$ cat src/rtl/pipe_pkg.sv
// Shared defaults, slot layout and latency helper for the hazard/forwarding scoreboard.
package pipe_pkg;

  localparam int unsigned DEF_RA_W        = 5;
  localparam int unsigned DEF_NUM_SRC     = 2;
  localparam int unsigned DEF_MAX_LAT     = 4;
  localparam int unsigned DEF_FLUSH_DEPTH = 2;
  localparam int unsigned DEF_LAT_W       = 3;
  localparam int unsigned DEF_AGE_W       = $clog2(DEF_FLUSH_DEPTH + 1);

  // One in-flight write in the default configuration.
  typedef struct packed {
    logic                 valid;
    logic [DEF_RA_W-1:0]  rd;
    logic [DEF_AGE_W-1:0] age;
  } slot_t;

  // Map a requested latency onto the legal range 1..max_lat.
  function automatic int unsigned clamp_lat(input int unsigned lat, input int unsigned max_lat);
    if (lat == 0) return 1;
    if (lat > max_lat) return max_lat;
    return lat;
  endfunction

endpackage

$ cat src/rtl/sb_src_check.sv
// RAW check for one source operand against every in-flight slot.
module sb_src_check
  import pipe_pkg::*;
#(
  parameter int unsigned RA_W    = DEF_RA_W,
  parameter int unsigned MAX_LAT = DEF_MAX_LAT
) (
  input  logic [RA_W-1:0]         src,
  input  logic [MAX_LAT-1:0]      slot_valid,
  input  logic [MAX_LAT*RA_W-1:0] slot_rd,
  output logic                    raw_stall,
  output logic                    fwd_hit
);

  logic hit0;

  // A younger (j>=1) match must stall even when slot 0 could forward.
  always_comb begin
    raw_stall = 1'b0;
    hit0      = 1'b0;
    for (int unsigned j = 0; j < MAX_LAT; j++) begin
      if (slot_valid[j] && (slot_rd[j*RA_W +: RA_W] == src)) begin
        if (j == 0) hit0 = 1'b1;
        else        raw_stall = 1'b1;
      end
    end
    if (src == '0) begin
      raw_stall = 1'b0;
      hit0      = 1'b0;
    end
    fwd_hit = hit0 & ~raw_stall;
  end

endmodule

$ cat src/rtl/pipe_scoreboard.sv
// Hazard/forwarding scoreboard between ID and issue: tracks variable-latency writes in a shifting slot pipe.
module pipe_scoreboard
  import pipe_pkg::*;
#(
  parameter int unsigned RA_W        = DEF_RA_W,
  parameter int unsigned NUM_SRC     = DEF_NUM_SRC,
  parameter int unsigned MAX_LAT     = DEF_MAX_LAT,
  parameter int unsigned FLUSH_DEPTH = DEF_FLUSH_DEPTH,
  parameter int unsigned LAT_W       = DEF_LAT_W
) (
  input  logic                    clk,
  input  logic                    reset,
  input  logic                    issue_valid,
  input  logic [NUM_SRC*RA_W-1:0] issue_src,
  input  logic                    issue_we,
  input  logic [RA_W-1:0]         issue_rd,
  input  logic [LAT_W-1:0]        issue_lat,
  input  logic                    flush,
  output logic                    stall,
  output logic [NUM_SRC-1:0]      fwd_hit,
  output logic                    wb_valid,
  output logic [RA_W-1:0]         wb_rd
);

  localparam int unsigned AGE_W = (FLUSH_DEPTH < 1) ? 1 : $clog2(FLUSH_DEPTH + 1);

  logic [MAX_LAT-1:0]      slot_valid, valid_nxt;
  logic [RA_W-1:0]         slot_rd  [MAX_LAT];
  logic [RA_W-1:0]         rd_nxt   [MAX_LAT];
  logic [AGE_W-1:0]        slot_age [MAX_LAT];
  logic [AGE_W-1:0]        age_nxt  [MAX_LAT];
  logic [MAX_LAT*RA_W-1:0] rd_flat;
  logic [NUM_SRC-1:0]      raw_vec, fwd_vec;
  logic                    rd_live, waw, structural, accept;
  int unsigned             lat_eff;

  assign lat_eff = clamp_lat(32'(issue_lat), MAX_LAT);
  assign rd_live = issue_we && (issue_rd != '0);

  always_comb begin
    rd_flat = '0;
    for (int unsigned j = 0; j < MAX_LAT; j++) rd_flat[j*RA_W +: RA_W] = slot_rd[j];
  end

  for (genvar k = 0; k < NUM_SRC; k++) begin : g_src
    sb_src_check #(.RA_W(RA_W), .MAX_LAT(MAX_LAT)) u_chk (
      .src        (issue_src[k*RA_W +: RA_W]),
      .slot_valid (slot_valid),
      .slot_rd    (rd_flat),
      .raw_stall  (raw_vec[k]),
      .fwd_hit    (fwd_vec[k])
    );
  end

  // WAW keeps per-register retirement in order; structural avoids two writes landing in one slot.
  always_comb begin
    waw        = 1'b0;
    structural = 1'b0;
    for (int unsigned j = 0; j < MAX_LAT; j++) begin
      if (j >= lat_eff && slot_valid[j] && (slot_rd[j] == issue_rd)) waw = 1'b1;
      if (j == lat_eff && slot_valid[j]) structural = 1'b1;
    end
    waw        = waw & rd_live;
    structural = structural & rd_live;
  end

  assign stall   = issue_valid & ((|raw_vec) | waw | structural);
  assign fwd_hit = issue_valid ? fwd_vec : '0;
  assign accept  = issue_valid & ~stall & ~flush;

  // Shift toward slot 0, age the survivors, then apply flush and the new insert.
  always_comb begin
    valid_nxt = '0;
    for (int unsigned j = 0; j < MAX_LAT; j++) begin
      rd_nxt[j]  = '0;
      age_nxt[j] = '0;
    end
    for (int unsigned j = 0; j + 1 < MAX_LAT; j++) begin
      valid_nxt[j] = slot_valid[j+1];
      rd_nxt[j]    = slot_rd[j+1];
      age_nxt[j]   = (slot_age[j+1] == AGE_W'(FLUSH_DEPTH)) ? slot_age[j+1]
                                                             : slot_age[j+1] + AGE_W'(1);
    end
    if (flush) begin
      for (int unsigned j = 0; j < MAX_LAT; j++) begin
        if (age_nxt[j] < AGE_W'(FLUSH_DEPTH)) begin
          valid_nxt[j] = 1'b0;
          rd_nxt[j]    = '0;
        end
      end
    end
    if (accept && rd_live) begin
      for (int unsigned j = 0; j < MAX_LAT; j++) begin
        if (j + 1 == lat_eff) begin
          valid_nxt[j] = 1'b1;
          rd_nxt[j]    = issue_rd;
          age_nxt[j]   = '0;
        end
      end
    end
  end

  always_ff @(posedge clk or posedge reset) begin
    if (reset) begin
      slot_valid <= '0;
      for (int unsigned j = 0; j < MAX_LAT; j++) begin
        slot_rd[j]  <= '0;
        slot_age[j] <= '0;
      end
    end else begin
      slot_valid <= valid_nxt;
      for (int unsigned j = 0; j < MAX_LAT; j++) begin
        slot_rd[j]  <= rd_nxt[j];
        slot_age[j] <= age_nxt[j];
      end
    end
  end

  assign wb_valid = slot_valid[0];
  assign wb_rd    = slot_rd[0];

endmodule

$ cat config.mk
export PLATFORM = sky130hd
export DESIGN_NAME = pipe_scoreboard
export DESIGN_NICKNAME = d
export VERILOG_FILES = /design/src/rtl/pipe_pkg.sv /design/src/rtl/sb_src_check.sv /design/src/rtl/pipe_scoreboard.sv
export SDC_FILE = /design/constraint.sdc
export NUM_CORES = 1
export LEC_CHECK = 0
export CAP_MARGIN = 40
export CORE_UTILIZATION = 49
export CTS_CLUSTER_SIZE = 24
export DETAILED_ROUTE_END_ITERATION = 8
export PLACE_DENSITY_LB_ADDON = 0.2
export SYNTH_ARGS = -nofsm -noshare
export SYNTH_HDL_FRONTEND = slang
export SYNTH_SLANG_ARGS = --single-unit
$ cat constraint.sdc
create_clock -name clk -period 2.9 [get_ports clk]
set_input_delay 0.58 -clock clk [delete_from_list [all_inputs] [get_ports clk]]
set_output_delay 0.58 -clock clk [all_outputs]
set_load 0.02 [all_outputs]
# Word level (Yosys, flattened, before mapping)
# Cells that the tools add are included.
[word_totals]
out_inout_bits = 9
ff_bits = 30
inputBits = 23
[classes]
n_eq_ne = 19
mux = 52
add_sub_neg = 3
reduce_logical = 28
magnitude_cmp = 8
bitwise_logic = 13
[op_table]
columns = ["cell", "count"]
rows = [
  ["2-to-1 mux 32 bit", 3],
  ["equality test 2 x 32 -> 1 bit, first input constant", 2],
  ["greater-or-equal comparator 1 x 32 -> 1 bit, first input constant", 2],
  ["greater-or-equal comparator 2 x 32 -> 1 bit, first input constant", 2],
  ["equality test 5 bit", 12],
  ["2-to-1 mux 20 bit", 2],
  ["2-to-1 mux 5 bit", 7],
  ["equality test 1 x 32 -> 1 bit, first input constant", 1],
  ["equality test 3 x 32 -> 1 bit, first input constant", 1],
  ["logical NOT 32 bit", 1],
  ["2-to-1 mux 1 bit", 31],
  ["logical AND 1 bit", 22],
  ["2-to-1 mux 2 bit", 6],
  ["logical NOT 5 bit", 2],
  ["bitwise AND 1 bit", 7],
  ["adder 2 x 1 -> 2 bit, second input constant", 3],
  ["equality test 2 bit, second input constant", 3],
  ["< comparator 2 bit, second input constant", 3],
  ["2-to-1 mux 6 bit", 1],
  ["nonzero test 5 bit", 1],
  ["2-to-1 mux 4 bit", 1],
  ["NOT 1 bit", 4],
  ["greater-than comparator 3 bit, second input constant", 1],
  ["logical NOT 3 bit", 1],
  ["other kinds (3)", 4],
]

# Depth between registers and ports, before layout
# Gate-level depths: netlist of run 1.
[logic_depth]
ltp_word = 21
ltp_mapped = 7
mapped_depth_nobuf = 6

# Hierarchy
# A second synthesis of run 1 with hierarchy kept.
[hier_totals]
cells_unflattened = 201
area_unflattened_um2 = 1928.1
[modules_own_cells]
columns = ["mod", "seq_area_each_um2", "instances", "cells_each", "area_each_um2"]
rows = [
  ["pipe_scoreboard", 675.6, 1, 121, 1335.0],
  ["sb_src_check", 0.0, 2, 40, 296.5],
]

# Worst setup path after synthesis of run 1
# No wires, ideal clock.
[synth_timing]
path_kind = "input to output"
startpoint = "in issue_src[2]"
endpoint = "out stall"
required_time_ps = 2320
t_arrival_ps = 2376
path_slack_ps = -56
path_stages = 7
cell_sequence = "buf_4 > or4_4 > nor2_4 > nor3_2 > nor4_4 > and2_4 > a21boi_0"
[synth_between]
elab_chain_cells = 10
elab_cells_between_ends = 15
classes_between = "eq/ne (3); mux (4); bitwise (3); reduce/logical (5)"
[synth_rtl]
columns = ["element", "line", "text"]
rows = [
  ["from (decl)", "pipe_scoreboard.sv:14", "input logic [NUM_SRC*RA_W-1:0] issue_src,"],
  ["equality test 5 bit", "sb_src_check.sv:22", "if (slot_valid[j] && (slot_rd[j*RA_W +: RA_W] == src)) begin"],
  ["logical AND 1 bit", "sb_src_check.sv:22", ""],
  ["2-to-1 mux 1 bit (3 in series)", "sb_src_check.sv:22", ""],
  ["2-to-1 mux 1 bit *", "sb_src_check.sv:27", "if (src == '0) begin"],
  ["OR reduction 2 bit *", "pipe_scoreboard.sv:67", "assign stall = issue_valid & ((|raw_vec) | waw | structural);"],
  ["bitwise OR 1 bit * (2 in series)", "pipe_scoreboard.sv:67", ""],
  ["bitwise AND 1 bit *", "pipe_scoreboard.sv:67", ""],
  ["to (decl)", "pipe_scoreboard.sv:19", "output logic stall,"],
]
# Mark *: on every way between the ends. The rest lies on a longest branch, timed or not.

# Final worst setup path of run 1
# Ends and elaborated chain as after synthesis.

==> impl_results.md, run 1 <==
- Outcome: completed
- Max incr delay on CP: 220 ps
- CP Cell Sequence: clkdlybuf4s15_1 -> buf_4 -> buf_4 -> xnor2_2 -> nand4_1 -> nor3_2 -> buf_4 -> nor4_4 -> and2_4 -> a21boi_2 -> buf_4
- Nets: 310
- Most common cell on crit path: buf_4
- Row count: 23
- Synthesis-to-layout area growth: 31.3%
- Commonest register cell after synthesis: dfrtp_1
- Vias in the first global route: 1743
- Worst reg2reg path startpoint: rd_flat[5]
- Crit-path max FO: 3
- CP endpoint: stall
- Sink Count: 27
- Drt first pass iters: 4
- CTS Root Cell: clkbuf_8
- Clock skew: between 3 and 4 ps
- Antenna-violating nets left: 0
- Mux cell area share after synthesis: under 10%
- # IOs: 32
- Worst Hold Class: reg -> reg
- Die Area: ~4700 sq um
- Setup violators final: 0
- Placed cells: 329
- Layout Utilization: between 60% and 70%
- Maximum clock frequency: 354 MHz
- DIE HEIGHT: between 60 and 70 um
- Max H-tree Level: 1
- Mean Syn Cell Area: 10.1 sq um
- Fin. Hold Viols: 0
- DRT iter0 DRCs: roughly 120
- Syn Nets: 238
- Setup ws final: about 75 ps
- Share of Yosys cell area claimed by the top area cell type: 31.0%
- Core area: 4140 sq um
- Via count: ~1800
- Area occupied by multi-input gates: approximately 1300 sq um
- Drt via density: between 5 and 6
- Number of cells produced by synthesis: 215
- CP startpoint kind: primary input
- Worst R2R Setup Slack: 830 ps
- Mapped cell area: between 2000 and 2500 sq um
- Dpl ws: -730 ps
- Layout cells sized above 1: 34.6%
- Fillers: 349
- Yosys cell types: 41
- Final wirelength: between 5 and 6 mm
- Xor and xnor area share after synthesis: 22.5%
- ANT cells: 0
- Placed cell area: 2740 sq um
- Routability Congestion: about 0.89
- Adder-cell area share of the yosys netlist: 0%
- Wire length per cell: about 17 um
- Crit share post-route: 97.4%
- Max_cap viols: 0
- Pwr dens: 285 nW/um^2
- Yosys reg bits: 27
- GRT Overall Usage: 25.6%
- Clock Pin Slew Worst Setup and Hold Paths: 100 ps
- Pwr Total: ~820 uW
- Fin crit period: 2820 ps
- Synth area leaders: dfrtp_1, xnor2_1, mux2i_1, xor2_1, bufbuf_16
- First-pass GRT wire length: 8.68 mm
- Register area: slightly below 700 sq um
- Initial antenna violation count: 0
- Post-synth EDFFs: 0
- CP max-delay cell: clkdlybuf4s15_1
- Clock buffer depth: 2
- Worst EP required: 2320 ps
- Port Buf Inserts: 31
- Post-synthesis simple-gate area fraction: 24.4%
- Count of final max-slew check failures: 0
- Largest family of logic cells by synthesized area: simple AND/OR/NAND/NOR gates
- Critical Path AT: 2240 ps
- CTS tree: yes
- # DRC: 0
- Worst-Margin Slew: 414 ps
- Gr ovfl total: 0
- Peak supply drop: 363 uV
- WS Path Type: in -> out
- Post-DP HPWL: 4.42 mm
- CP startpoint: issue_src[2]
- Die W: approximately 70 um
- Final instance area: 2870 sq um
- Worst skew pair latency: 270 ps
- Warnings from Yosys: 0
- Largest net degree at the start of global routing: 28
- R2r worst-path depth: 8
- Top cell type by total area after synthesis: dfrtp_1
- CTS buffer count: 3
- Compound-Gate Fraction of Synth Area: 2.75%
- R2R Path End: rd_flat[17]
- Register area share after synthesis: 31.0%
- Non-Filler Instances: 336
- Critical path endpoint category: output port
- Max-slew headroom: 72.3%
- Leak Pwr: roughly 0.0013 uW
- Asr flop ratio synth: 100%
- Starting density of the core: 52.7%
==> layout by cell type (no fill, tap or decap), drive strengths merged, types with 4 or more instances in the layout <==
cell / count
buf: 60
xnor2: 40
dfrtp: 27
nand2: 18
xor2: 16
mux2i: 16
clkdlybuf4s50: 13
nand4: 13
nor3: 9
inv: 8
nor4: 7
clkbuf: 7
and4: 6
or2b: 5
dlygate4sd2: 5
nor2: 5
o21ai: 5
dlymetal6s2s: 4
==> cells in the mapped netlist, types with 3 or more instances <==
library cell	n
xor2_1	16
dfrtp_1	27
nand4_1	10
nand2_1	18
buf_4	9
xnor2_1	40
and4_1	5
o21ai_0	3
clkbuf_1	6
or2b_2	5
nand4_4	3
inv_1	8
nor4_1	6
nor2_1	4
mux2i_1	16
bufbuf_16	3
nor3_1	8
==> registers in the layout, indices dropped and copies added (netlist names) <==
register	cells
wb_rd	5
slot_valid	4
slot_age	3
rd_flat	15
==> worst max-delay path: cells and delay by family <==
family,cells,cell delay [ps]
AOI/OAI and AO/OA,1,120
xor gates and xnor gates,1,140
and+or+nand+nor,4,600
buffers and inverters,5,810
==> report_power, final <==
| part | total, uW | internal, uW | switching (uW) |
|---|---|---|---|
| clock | 224 | 97.6 | 126 |
| combinational | 200 | 106 | 94.5 |
| sequential | 394 | 384 | 10.2 |
| total | 818 | 587 | 231 |
==> kinds of logic after synthesis <==
group                     count (synthesis)
xor gates and xnor gates                 56
muxes                                    16
AOI/OAI and AO/OA                         9
buffers and inverters                    30
and+or+nand+nor                          77
DFF                                      27
==> timing repair <==
action / in CTS / in global routing
buffers inserted: 2 / 2
pin swaps: 4 / 13
endpoints found under the setup margin: 3 / 3
resized for setup: 32 / 21
gates cloned: 0 / 0
hold buffers: 0 / 0
==> worst min path at each step <==
stage / end / slack (ps) / startpoint / cells after the start
2_1_floorplan: slot_age[4] / 410 / slot_age[2] / 1
3_3_place_gp: slot_age[4] / 430 / slot_age[2] / 1
3_5_place_dp: slot_age[4] / 440 / slot_age[2] / 1
4_1_cts: slot_age[4] / 450 / slot_age[2] / 1
5_1_grt: slot_age[4] / 480 / slot_age[2] / 1
6_report: slot_age[4] / 450 / slot_age[2] / 1
==> through the flow <==
stage	hold WS, ps	setup TNS [ps]
final	446	0
after global placement	433	-1450
after detailed placement	437	-1480
after global routing	482	-13.4
after CTS	449	0
after floorplan	408	0
==> layer usage <==
layer,wire length (um),vias up,global-route usage [%]
met5,0,-,0
met4,53,0,6.63
met3,207,4,0.822
met2,2810,33,44.1
met1,2610,874,35.4
li1,-,864,-
==> cell type report <==
class,count,share of cell area (%)
Clock inverter,1,0.262
Tap cell,50,2.18
Clock buffer,3,1.44
Inverter,8,1.05
Timing Repair Buffer,89,25.3
Sequential cell,27,23.6
Multi-Input combinational cell,158,46.2
Power figures use the tool's default switching activity.
==> run 2, diff against run 1 <==
--- a/config.mk
+++ b/config.mk
@@ -5,8 +5,9 @@
 export SDC_FILE = /design/constraint.sdc
 export NUM_CORES = 1
 export LEC_CHECK = 0
+export ABC_AREA = 1
 export CAP_MARGIN = 40
-export CORE_UTILIZATION = 49
+export CORE_UTILIZATION = 51
 export CTS_CLUSTER_SIZE = 24
 export DETAILED_ROUTE_END_ITERATION = 8
 export PLACE_DENSITY_LB_ADDON = 0.2
==> run 2 against run 1 <==
Final cell count rose by 59%. Via count rose by 63%. Highest routed layer unchanged. Critical path depth decreased by 2. Largest power group unchanged. Count of clock-buffer cells in the layout is the same. Flip-flop and latch count unchanged. Largest cell class unchanged. Combinational power grew 18%. Sequential power about the same. Global-route usage increased by 7.4 points.
==> impl_results.md, run 2 <==
- Initial antenna violation count: 0 (unchanged)
- Fin. Hold Viols: 0 (unchanged)
- Wire length per cell: 14.7 um (-13%)
- Fin crit period: 2780 ps (-46.0 ps)
- Non-Filler Instances: 533 (+59%)
- Gate power share: 27.4% (+2.9 points)
- Starting density of the core: 55.0% (+2.3 points)
- Worst skew pair latency: 290 ps (+20 ps)
- Yosys reg bits: 27 (unchanged)
- WS Path Type: in -> out
- Peak supply drop: 259 uV (-29%)
- Crit-path max FO: 4 (+1)
- Post-CTS Hold Buffers: 0 (unchanged)
- CP startpoint kind: primary input
- Most frequent cells in the layout: nand2_1, nor2_1, inv_1, buf_4, dfrtp_1
- Asr flop ratio synth: 100% (unchanged)
- DRT iter0 DRCs: 199 (+70%)
- Setup violators final: 0 (unchanged)
- R2R Path End: rd_flat[12]
- Syn Nets: 445 (+87%)
- Clock buffer depth: 2 (unchanged)
- Drt first pass iters: 5 (+1)
- Worst EP required: 2320 ps (about the same)
- Top cell type by total area after synthesis: dfrtp_1
- Register area: 676 sq um (unchanged)
- Max incr delay on CP: 470 ps (+250 ps)
- Hold Path End: slot_age[5]
- Drt via density: 5.42 (+2.7%)
- CTS buffer count: 3 (unchanged)
- R2r worst-path depth: 12 (+4)
- Layout cells sized above 1: 15.4% (-19 points)
- Worst-Margin Slew: 461 ps (+46.6 ps)
- # DRC: 0 (unchanged)
- Post-DP HPWL: 5.96 mm (+35%)
- Synthesis-to-layout area growth: 24.5%
- Die Area: 5140 sq um (+8.8%)
- Post-synth EDFFs: 0 (unchanged)
- Clock skew: 3.82 ps (+0.721 ps)
- Row count: 24 (+4.3%)
- Count of final max-slew check failures: 0 (unchanged)
- CP max-delay cell: clkdlybuf4s50_1
- Placed cells: 529 (+61%)
- Post-synth top cells: nand2_1, nor2_1, inv_1
- Worst R2R Setup Slack: 630 ps (-200 ps)
- Area occupied by multi-input gates: 1450 sq um (+9.6%)
- Worst Hold Path Cells: 2 (+1)
- Final setup TNS: 0 ps (unchanged)
- Hold WS: 557 ps (+111 ps)
- Unrepaired setup endpoints after global routing: false
- Antenna-violating nets left: 0 (unchanged)
- CTS Root Cell: clkbuf_8
- Crit share post-route: 95.8% (-1.6 points)
- Core area: 4500 sq um (+8.7%)
- Power share of the clock group: 26.7% (-0.7 points)
- Mapped cell area: 2480 sq um (+13%)
- Hold_sp: slot_age[2]
- Port Buf Inserts: 31 (unchanged)
- ANT cells: 0 (unchanged)
- Leak Pwr: 0.00167 uW (+24%)
- Max-slew headroom: 69.2% (-3.1 points)
- Pwr dens: 281 nW/um^2 (-1.5%)
- Clock Pin Slew Worst Setup and Hold Paths: 100 ps (about the same)
- Max H-tree Level: 1 (unchanged)
- Critical Path AT: 2200 ps (-40 ps)
- Outcome: completed
- Via count: 2891 (+63%)
- Largest net degree at the start of global routing: 28 (unchanged)
- Share of Yosys cell area claimed by the top area cell type: 27.3% (-3.7 points)
- GRT Overall Usage: 33.0% (+7.4 points)
- Maximum clock frequency: 360 MHz (+1.7%)
- Gr ovfl total: 0 (unchanged)
- Post-CTS Setup Bufs: 0 (-2)
- Most common cell after layout, fill and taps aside: nand2_1
- Routability Congestion: 0.963 (+7.9%)
- Warnings from Yosys: 0 (unchanged)
- Number of cells produced by synthesis: 422 (+96%)
- # IOs: 32 (unchanged)
- DIE HEIGHT: 71.7 um (+4.3%)
- CTS tree: yes
- Net Sw Power: 278 uW (+20%)
- Fillers: 416 (+19%)
- Register area share after synthesis: 27.3% (-3.7 points)
- Mean Syn Cell Area: 5.87 sq um (-42%)
- Count leader, synth: nand2_1
- Worst Hold Class: reg -> reg
- Die W: 71.7 um (+4.3%)
- Net Sw Frac: 32.1% (+3.8 points)
- Commonest register cell after synthesis: dfrtp_1
- Max_cap viols: 0 (unchanged)
- Sequential share of power: 45.9% (-2.2 points)
- Yosys cell types: 27 (-34%)
- Pwr Total: 866 uW (+5.9%)
- Synth area leaders: dfrtp_1, nand2_1, nor2_1, inv_1, nand4_1
- CP Cell Sequence: clkdlybuf4s50_1 -> inv_1 -> buf_4 -> a21oi_1 -> o221ai_1 -> nor3_1 -> nand4_1 -> nor2_1 -> clkdlybuf4s15_1
- Worst reg2reg path startpoint: rd_flat[7]
- Final wirelength: 7.86 mm (+38%)
- Vias in the first global route: 2734 (+57%)
- Nets: 505 (+63%)
- Internal cell power: 588 uW (+0.25%)
- Sink Count: 27 (unchanged)
- Number of flip-flops in the largest register: 15 (unchanged)
- Critical path endpoint category: output port
- First-pass GRT wire length: 12.9 mm (+48%)
[run 2: changes by cell type after synthesis, moves of 6 or more]
| cell | change |
|---|---|
| nand2_1 | +154 |
| nor2_1 | +44 |
| inv_1 | +38 |
| xnor2_1 | -34 |
| o21ai_0 | +19 |
| mux2i_1 | -16 |
| nand4_1 | +15 |
| nand3_1 | +12 |
| xor2_1 | -12 |
| inv_2 | +7 |
| nor2_2 | +6 |
| nor4_1 | -6 |
[run 2: power groups by stage]
stage	logic [uW]	registers [uW]	clock network [uW]
2_1_floorplan	128	401	0
3_3_place_gp	233	404	0
3_5_place_dp	235	404	0
4_1_cts	236	397	231
5_1_grt	262	398	245
6_report	237	397	232
[run 2: cell families after synthesis]
group	count (synthesis)	synth area share (%)
AO/OA/AOI/OAI	31	6.47
XOR/XNOR	10	3.54
AND/OR/NAND/NOR	279	48.5
buffers and inverters	75	14.2
flip-flops	27	27.3
[run 2: critical path: cells and delay by family]
kind                   cells  cell delay [ps]
AOI/OAI and AO/OA          2              240
buffers and inverters      4             1010
and+or+nand+nor            3              370
[run 2: cell type report]
| cell class | instances | share of cell area, % |
|---|---|---|
| Sequential cell | 27 | 21.9 |
| Clock inverter | 1 | 0.162 |
| Tap cell | 52 | 2.11 |
| Multi-Input combinational cell | 320 | 47.0 |
| Clock buffer | 3 | 1.34 |
| Timing Repair Buffer | 77 | 21.0 |
| Inverter | 53 | 6.46 |
[run 2: worst max path at each step]
stage	end	cells after the start	from
final	fwd_hit[0]	9	issue_src[1]
after detailed placement	stall	12	issue_src[8]
after global placement	stall	12	issue_src[8]
after global routing	stall	12	issue_src[3]
after floorplan	stall	12	issue_src[4]
after CTS	stall	12	issue_src[5]
[run 2: timing repair]
| item | in CTS | in global routing |
|---|---|---|
| endpoints found under the setup margin | 3 | 3 |
| cloned | 0 | 0 |
| gates resized for setup | 6 | 6 |
[run 2: through the flow]
step	util [%]	setup WS, ps	instance area, sq um
2_1_floorplan	-	512	2480
3_3_place_gp	67.6	-407	3040
3_5_place_dp	67.6	-350	3040
4_1_cts	68.6	53.7	3090
5_1_grt	68.4	3.42	3080
6_report	68.4	121	3080
[run 2: layer usage]
metal,GRT usage [%],share of wire [%],up-vias
li1,-,-,1429
met1,42.7,42,1292
met2,53.9,46,138
met3,1.83,6.3,32
met4,21.6,5.0,0
met5,0,0,-
==> run 3, diff against run 2 <==
--- a/config.mk
+++ b/config.mk
@@ -10,6 +10,7 @@
 export CORE_UTILIZATION = 51
 export CTS_CLUSTER_SIZE = 24
 export DETAILED_ROUTE_END_ITERATION = 8
+export GPL_TIMING_DRIVEN = 0
 export PLACE_DENSITY_LB_ADDON = 0.2
 export SYNTH_ARGS = -nofsm -noshare
 export SYNTH_HDL_FRONTEND = slang
==> constraint.sdc (replaced) <==
create_clock -name clk -period 2.9 [get_ports clk]
set_input_delay 0.58 -clock clk [delete_from_list [all_inputs] [get_ports clk]]
set_output_delay 0.58 -clock clk [all_outputs]
set_load 0.005 [all_outputs]
==> run 3 against run 2 <==
Count of clock-buffer cells in the layout rose by 1. Clock power fell by 6%. Critical path depth did not move. Register-to-register slack improved by 440 ps. Wire length fell by 5.1%. Power fell by 5.3%. Design area fell by 5.4%. Critical endpoint is now stall. Highest routed layer unchanged.
==> impl_results.md, run 3 (same netlist as run 2, synthesis figures left out) <==
- Max incr delay on CP: 490 ps (+20 ps)
- R2r worst-path depth: 13 (+1)
- Count of final max-slew check failures: 0 (unchanged)
- CP max-delay cell: clkdlybuf4s50_1
- Net Sw Frac: 31.2% (-0.92 points)
- WS Path Type: in -> out
- Starting density of the core: 55.0% (unchanged)
- Core area: 4500 sq um (unchanged)
- Port Buf Inserts: 25 (-19%)
- Wire length per cell: 14.6 um (-0.64%)
- CTS buffer count: 3 (unchanged)
- Crit share post-route: 95.7% (-0.11 points)
- Worst R2R Setup Slack: 1070 ps (+440 ps)
- Worst skew pair latency: 270 ps (-20 ps)
- R2R Path End: rd_flat[14]
- Crit-path max FO: 10 (+6)
- Worst Hold Path Cells: 2 (unchanged)
- Worst EP required: 2320 ps (about the same)
- Routability Congestion: 0.912 (-5.3%)
- DR top layer: met4
- First-pass GRT wire length: 12.5 mm (-3.1%)
- Crit path max-delay family: buffers and inverters
- # DRC: 0 (unchanged)
- Nets: 481 (-4.8%)
- WL met1: 3.11 mm (-6.5%)
- Critical path endpoint category: output port
- Antenna-violating nets left: 0 (unchanged)
- Gate power share: 25.1% (-2.3 points)
- Outcome: completed
- Gr ovfl total: 0 (unchanged)
- Internal cell power: 565 uW (-4.0%)
- Hold_sp: slot_age[2]
- Synthesis-to-layout area growth: 17.8%
- Sequential share of power: 48.3% (+2.4 points)
- Final wirelength: 7.45 mm (-5.1%)
- Worst Hold Class: reg -> reg
- Initial antenna violation count: 0 (unchanged)
- Clock buffer depth: 2 (unchanged)
- Clock skew: 1.98 ps (-1.83 ps)
- CP Cell Sequence: clkdlybuf4s50_1 -> nand3b_4 -> nor2_2 -> nor3_2 -> nand4_1 -> nand2_2 -> buf_4 -> a21oi_1 -> dlygate4sd2_1
- DIE HEIGHT: 71.7 um (unchanged)
- CP startpoint kind: primary input
- Drt first pass iters: 4 (-1)
- Maximum clock frequency: 360 MHz (+0.11%)
- Vias in the first global route: 2659 (-2.7%)
- Die Area: 5140 sq um (unchanged)
- Net Sw Power: 256 uW (-8.0%)
- Fillers: 425 (+2.2%)
- Number of flip-flops in the largest register: 15 (unchanged)
- Pwr Total: 820 uW (-5.3%)
- Post-CTS Hold Buffers: 0 (unchanged)
- Worst reg2reg path startpoint: rd_flat[19]
- Hold Path End: slot_age[5]
- Leak Pwr: 0.00159 uW (-4.9%)
- Largest net degree at the start of global routing: 18 (-36%)
- Max_cap viols: 0 (unchanged)
- Dpl ws: -529 ps (-179 ps)
- Most frequent cells in the layout: nand2_1, nor2_1, inv_1
- Critical Path AT: 2200 ps (about the same)
- ANT cells: 0 (unchanged)
- Max H-tree Level: 1 (unchanged)
- Drt via density: 5.52 (+1.9%)
- Row count: 24 (unchanged)
- Met3 routed wirelength: 509 um (+3.7%)
- Most common cell after layout, fill and taps aside: nand2_1
- Pwr dens: 281 nW/um^2 (about the same)
- Unrepaired setup endpoints after global routing: false
- Post-DP HPWL: 5.65 mm (-5.2%)
- GRT Overall Usage: 31.2% (-1.8 points)
- # IOs: 32 (unchanged)
- Peak supply drop: 176 uV (-32%)
- CTS Root Cell: clkbuf_8
- Fin crit period: 2780 ps (-3.16 ps)
- Setup violators final: 0 (unchanged)
- Power share of the clock group: 26.5% (-0.2 points)
- Fin. Hold Viols: 0 (unchanged)
- Setup ws final: 124 ps (+3.16 ps)
- Final setup TNS: 0 ps (unchanged)
- Met2 WL: 3.62 mm (-0.63%)
- CTS tree: yes
- Max-slew headroom: 62.0% (-7.1 points)
- Clock Pin Slew Worst Setup and Hold Paths: 90 ps (about the same)
- Layout cells sized above 1: 14.7% (-0.72 points)
- Buf/Inv on CP: 3 (-1)
- Sink Count: 27 (unchanged)
- Worst-Margin Slew: 569 ps (+108 ps)
- Via count: 2812 (-2.7%)
- Die W: 71.7 um (unchanged)
- DRT iter0 DRCs: 283 (+42%)
run 3: power groups by stage:
stage / combinational (uW) / clock [uW] / sequential (uW)
CTS: 203 / 217 / 396
detailed placement: 199 / 0 / 404
global placement: 191 / 0 / 403
global route: 230 / 231 / 398
finish: 206 / 218 / 397
floorplan: 124 / 0 / 400
run 3: timing repair:
item | CTS | global route
setup endpoints to repair | 3 | 2
pin swaps | 0 | 1
setup buffers | 5 | 0
resized for setup | 41 | 4
run 3: per-stage QoR:
stage                     std cells  util, %  instance area (sq um)  hold WS [ps]
after CTS                       509     64.8                   2920           582
after detailed placement        500     62.6                   2820           555
after floorplan                 422        -                   2480           487
after global placement          499     62.0                   2790           544
final                           509     64.8                   2920           579
after global routing            509     64.8                   2920           596
run 3: worst max path at each step:
stage                  from    endpoint  cells past startpoint
2_1_floorplan  issue_src[4]       stall                     12
3_3_place_gp   issue_src[8]       stall                     13
3_5_place_dp   issue_src[8]       stall                     13
4_1_cts         issue_valid  fwd_hit[0]                      8
5_1_grt        issue_src[7]       stall                     12
6_report       issue_lat[0]       stall                      9
run 3: per-layer routing:
metal	track usage [%]	vias to the layer above
li1	-	1381
met1	41.5	1285
met2	53.7	120
met3	3.38	26
met4	9.37	0
met5	0	-
run 3: tightest hold or removal path, stage by stage (launching register included):
cell     delay, ps
dfrtp_1        430
nand2_1         70
nand2_1         50
run 3: final cells by class:
cell class	count	area (sq um)	share of cell area [%]
Inverter	53	199	6.82
Tap cell	52	65.1	2.23
Timing Repair Buffer	31	309	10.6
Buffer	22	153	5.23
Multi-Input combinational cell	320	1470	50.4
Clock buffer	4	45.0	1.54
Sequential cell	27	676	23.2
